`src/rtl/ls374_reader.sv`:
```
// Read port for an ls374 octal latch: enables its outputs, waits for the bus
// to settle, captures the value and hands it over with a four-phase ack.
module ls374_reader #(
    parameter int WIDTH  = 4,
    parameter int SETTLE = 2
) (
    input  logic             clk,
    input  logic             reset,
    input  logic             rd_req,
    input  logic [WIDTH-1:0] bus_in,
    output logic             oe_n,
    output logic             rd_ack,
    output logic [WIDTH-1:0] data_out,
    output logic             busy,
    output logic [7:0]       rd_count
);

    typedef enum logic [1:0] {
        IDLE,
        DRIVE,
        ACK
    } state_t;

    localparam logic [3:0] SETTLE_C = 4'(SETTLE);

    state_t           state_q, state_d;
    logic [3:0]       cnt_q, cnt_d;
    logic             oe_n_q, oe_n_d;
    logic [WIDTH-1:0] data_q, data_d;
    logic [7:0]       count_q, count_d;

    always_ff @(posedge clk) begin
        if (reset) begin
            state_q <= IDLE;
            cnt_q   <= '0;
            oe_n_q  <= 1'b1;
            data_q  <= '0;
            count_q <= '0;
        end else begin
            state_q <= state_d;
            cnt_q   <= cnt_d;
            oe_n_q  <= oe_n_d;
            data_q  <= data_d;
            count_q <= count_d;
        end
    end

    // oe_n is a register so the latch outputs only turn on cleanly
    always_comb begin
        state_d = state_q;
        cnt_d   = cnt_q;
        oe_n_d  = oe_n_q;
        data_d  = data_q;
        count_d = count_q;
        unique case (state_q)
            IDLE: begin
                if (rd_req) begin
                    state_d = DRIVE;
                    cnt_d   = SETTLE_C;
                    oe_n_d  = 1'b0;
                end
            end
            DRIVE: begin
                if (!rd_req) begin
                    state_d = IDLE;
                    cnt_d   = '0;
                    oe_n_d  = 1'b1;
                end else if (cnt_q == 4'd1) begin
                    state_d = ACK;
                    cnt_d   = '0;
                    oe_n_d  = 1'b1;
                    data_d  = bus_in;
                    count_d = count_q + 8'd1;
                end else begin
                    cnt_d = cnt_q - 4'd1;
                end
            end
            ACK: begin
                oe_n_d = 1'b1;
                if (!rd_req) state_d = IDLE;
            end
            default: begin
                state_d = IDLE;
                oe_n_d  = 1'b1;
            end
        endcase
    end

    assign oe_n     = oe_n_q;
    assign rd_ack   = (state_q == ACK);
    assign busy     = (state_q != IDLE);
    assign data_out = data_q;
    assign rd_count = count_q;

endmodule

```
`config.mk`:
```
export PLATFORM = sky130hd
export DESIGN_NAME = ls374_reader
export DESIGN_NICKNAME = d
export VERILOG_FILES = /design/src/rtl/ls374_reader.sv
export SDC_FILE = /design/constraint.sdc
export NUM_CORES = 1
export LEC_CHECK = 0
export ABC_AREA = 1
export BUFFER_PORTS_ARGS = -buffer_cell sky130_fd_sc_hd__clkbuf_2
export CAP_MARGIN = 10
export CORE_AREA = 2 2 44 46
export DETAILED_ROUTE_END_ITERATION = 10
export DIE_AREA = 0 0 46 48
export PLACE_DENSITY = 0.79
export SYNTH_ARGS = -nofsm -noshare
export SYNTH_HDL_FRONTEND = slang
export SYNTH_SLANG_ARGS = --single-unit
```
`constraint.sdc`:
```
create_clock -name clk -period 3.29 [get_ports clk]
set_clock_uncertainty 0.05 [all_clocks]
set_input_delay 0.329 -clock clk [delete_from_list [all_inputs] [get_ports clk]]
set_output_delay 0.329 -clock clk [all_outputs]
set_load 0.1 [all_outputs]
```
Yosys cells after proc, flatten, opt, wreduce, memory -nomap -nowiden
Cells that the tools add are included.
- flip-flop bits (word level): 19
- input bits: 7
- output and inout port bits: 15
- word-level logic and storage cells: 33
- $add $sub $neg: 2
- equal/unequal tests: 6
- muxes and demuxes: 13
- reductions and logical operators: 7
- operators with widths (operator ; count):
    4-bit two-way mux ; 3
    8-bit by 1-bit adder with 8-bit output, second input constant ; 1
    2-bit two-way mux ; 4
    4-bit one-hot mux with 2 select lines ; 1
    2-bit one-hot mux with 3 select lines ; 1
    3-bit AND reduction ; 2
    4-bit by 1-bit equality test with 1-bit output, second input constant ; 1
    2-bit != test, second input constant ; 2
    2-bit AND reduction ; 2
    2-bit nonzero test ; 2
    4-bit by 1-bit subtractor with 4-bit output, second input constant ; 1
    1-bit two-way mux ; 3
    3-bit != test, second input constant ; 1
    2-bit by 1-bit equality test with 1-bit output, second input constant ; 1
    2-bit equality test, second input constant ; 1
    2-bit zero test ; 1
    1-bit one-hot mux with 2 select lines ; 1

Logic depth before layout (Yosys ltp)
- depth after elaboration: 4
- depth in mapped cells: 8
- mapped depth without buffers: 8

Worst setup path after synthesis
No wires, ideal clock.
- kind: reg2reg
- start: register state_q[1]
- end: register state_q[1]
- library setup time: 0.072 ns
- arrival time: 1.946 ns
- data required time: 3.168 ns
- path slack: 1.222 ns
- cell stages (with the launch flop): 5
- path buffers: 0
- period minus slack after synthesis: 2.068 ns
- cell sequence: dfxtp_1 -> inv_2 -> nor2_1 -> nand2_1 -> a21oi_1
- longest elaborated chain between the ends: 3
- elaborated cells on any way between the ends: 8
- those cells by class: eq/ne: 5; mux: 1; reduce/logical: 2
- ends and longest elaborated chain (item ; RTL line ; text):
    from (decl) ; 26 ; state_t state_q, state_d;
    from (signal assigned) ; 40 ; state_q <= state_d;
    2-bit equality test (*) ; - ;
    net rd_ack ; 12 ; output logic rd_ack,
    2-bit != test (no source line) ; - ;
    3-bit AND reduction (no source line) ; - ;
Mark *: on every way through the listed nets, which the timed path passes. The rest lies on a longest branch.
A chain may end at the register's enable or synchronous reset.

Worst setup path after layout
- start: register state_q[1]
- end: output rd_ack
- longest elaborated chain between the ends: 1
- ends and longest elaborated chain (item ; RTL line ; text):
    2-bit equality test ; 90 ; assign rd_ack = (state_q == ACK);
    to (decl) ; 12 ;
Every way passes these cells.

==> impl_metrics.tcl <==
set metrics [dict create \
    status "finished clean" \
    dieArea_um2 2210 \
    initial_core_util_pct 53.9 \
    first_pass_iters 5 \
    netlist_instances 129 \
    min_from "bus_in[0]" \
    numCtsBuffers 3 \
    place.detailed.hpwl_mm 1.38 \
    fill_cells 163 \
    rsz0062_at_grt "no" \
    ios 22 \
    numPortBuffers 21 \
    synth-seq-area-share_pct 41.8 \
    p_leak_nw 0.502 \
    cts-htree-levels 1 \
    cts_hold_buf 0 \
    detail_route.vias_per_cell 5.07 \
    slowest_stage "clkbuf_2" \
    grt_max_degree 16 \
    yosys_warnings 0 \
    post_cts_resized 0 \
    hold_end "data_out[0]" \
    drv_slew 0 \
    cts.sinks 19 \
    synth_seq_cells 19 \
    p_seq_share_pct 57.5 \
    fp.coreArea_um2 1690 \
    period_needed_ns 1.73 \
    fin_nets 163 \
    die_w_um 46 \
    routed_wl_mm 1.83 \
    clockBufferDepth 2 \
    regToRegEndpoint "rd_count[5]" \
    power_frac_comb_pct 13.5 \
    clkPwrFrac_pct 29.0 \
    netSwitchingFraction_pct 29.3 \
    placed_area_um2 1020 \
    path_cells "inv_2 -> nor2_1 -> clkbuf_2" \
    p_per_area_nw_per_um2 399 \
    grt_pass1_wl_mm 3.02 \
    end_kind "output port" \
    regToRegSetupSlack_ns 1.84 \
    vias 857 \
    post_cts_buffers 0 \
    clk_pin_slew_worst_paths_ns 0.11 \
    root_buffer "clkbuf_4" \
    final_cell_area_um2 1050 \
    power_mw 0.418 \
    fin_cells 169 \
    die_h_um 48 \
    netlist_area_um2 911 \
    drive_above_1_share_pct 23.0 \
    grt_use_total_pct 19.1 \
    placedCellCount 165 \
    setup_viol_count_final 0 \
    drcViolationCount 0 \
    vdd_drop_max_mv 0.250 \
    drtAntennaViolNets 0 \
    critPathBufInv 2 \
    period_share_pct 52.5 \
    cp_top_family "buffers and inverters" \
    syn_to_final_growth_pct 15.1 \
    cap_violations 0 \
    finalHoldViolations 0 \
    r2r-start "cnt_q[0]" \
    antenna_found_initial 0 \
    insertion_delay_ns 0.30 \
    arrival_ns 1.35 \
    num_antenna_cells 0 \
    syn-num-nets 139 \
    rr_worst_depth 7 \
    relSlewSlack_pct 63.7 \
    drtIter0Drc 26 \
    syn_avg_cell_area_um2 7.06 \
    holdPathStages 3 \
    final.setup.tns_ns 0 \
    tightest_slew_ns 0.547 \
    grt_pass1_vias 734 \
    cp_max_fo 4 \
    slowest_delay_ns 0.47 \
    wl_per_cell_um 10.8 \
    overflow 0 \
    place_congestion 0.793 \
    criticalPathCategory "flip-flop to output port" \
    power.internal_mw 0.296 \
    row_count 15 \
    cts_tree "built" \
    p_switching_mw 0.123 \
    cp-start-kind "flip-flop" \
    cp.required_ns 2.91 \
    fmax_ghz 0.579 \
    hold_class "input port to flip-flop" \
    yosysUniqueCellTypes 22 \
]
==> area by class of cell <==
cell class / instances / area [µm²] / area share (%)
multi-input combinational: 89 / 443 / 42.2
sequential: 19 / 380 / 36.3
timing repair buffer: 21 / 105 / 10.0
inverter: 19 / 71.3 / 6.80
clock buffer: 3 / 22.5 / 2.15
tap: 17 / 21.3 / 2.03
clock inverter: 1 / 5.00 / 0.477
==> worst max path at each step <==
| stage | start | end | slack [ns] | cells past startpoint |
|---|---|---|---|---|
| floorplan | state_q[1] | state_q[1] | 1.22 | 4 |
| global placement | state_q[0] | busy | 1.93 | 3 |
| detailed placement | cnt_q[0] | rd_count[5] | 1.89 | 7 |
| CTS | state_q[1] | rd_ack | 1.57 | 3 |
| global route | state_q[0] | busy | 1.50 | 3 |
| finish | state_q[1] | rd_ack | 1.56 | 3 |
==> sequential cells by signal (all words and copies together), names as in the netlist <==
register and cells:
rd_count 8, cnt_q 4, data_out 4, state_q 2, oe_n 1
==> worst min-delay path, stage by stage <==
cell	delay (ns)
clkbuf_2	0.08
nor2_1	0.04
nor2_1	0.08
==> stage by stage <==
stage               hold slack, ns  setup slack, ns  utilization, %
floorplan                    0.348             1.22               -
global placement             0.405             1.93            60.4
detailed placement           0.422             1.89            60.4
CTS                          0.200             1.57            62.1
global route                 0.213             1.50            62.1
finish                       0.200             1.56            62.1
==> power groups by stage <==
stage | logic [mW] | clock network, mW | registers, mW
detailed placement | 0.0563 | 0 | 0.246
floorplan | 0.0325 | 0 | 0.257
CTS | 0.0568 | 0.121 | 0.241
global placement | 0.0551 | 0 | 0.246
global route | 0.0628 | 0.129 | 0.242
finish | 0.0565 | 0.121 | 0.241
==> cells in the final DEF, fill, tap and decap left out, types with 2 or more instances in the layout <==
cell      instances
a21oi_2           3
nand3_2           2
ha_1              3
clkbuf_4          3
nand3_1           8
nor2_1           21
clkbuf_2         21
inv_1            17
nand2_1          31
dfxtp_1          19
inv_2             2
a21oi_1           5
o21ai_0           6
o21ai_1           2
==> cell families after synthesis <==
group / Yosys count / synth area share, %
AO/OA/AOI/OAI: 18 / 11.7
XOR/XNOR: 1 / 0.962
adder cells (fa/ha/maj): 3 / 4.12
buffers and inverters: 21 / 9.61
flip-flops: 19 / 41.8
AND/OR/NAND/NOR: 67 / 31.9
==> synth_stat cells <==
cell / count / area share, %
nand2_1: 31 / 13
nor2_1: 21 / 8.7
dfxtp_1: 19 / 42
inv_1: 17 / 7.0
nand3_1: 8 / 4.4
o21ai_0: 6 / 3.3
a21oi_1: 5 / 2.7
a21oi_2: 3 / 2.9
ha_1: 3 / 4.1
inv_2: 2 / 0.82
nand3_2: 2 / 2.2
o21ai_1: 2 / 1.1
a211oi_1: 1 / 0.82
buf_2: 1 / 0.55
buf_6: 1 / 1.2
nand2_2: 1 / 0.69
nand4_1: 1 / 0.69
nor2_2: 1 / 0.69
nor2_4: 1 / 1.2
nor3_1: 1 / 0.55
o211ai_1: 1 / 0.82
xor2_1: 1 / 0.96
==> routing by layer <==
layer / track usage [%] / vias up / wire (µm) / part of all wire [%]
li1: - / 451 / - / -
met1: 22.3 / 376 / 814 / 44
met2: 34.7 / 26 / 915 / 50
met3: 2.26 / 4 / 84 / 4.6
met4: 8.57 / 0 / 16 / 0.87
met5: 0 / - / 0 / 0
Power figures use the tool's default switching activity.
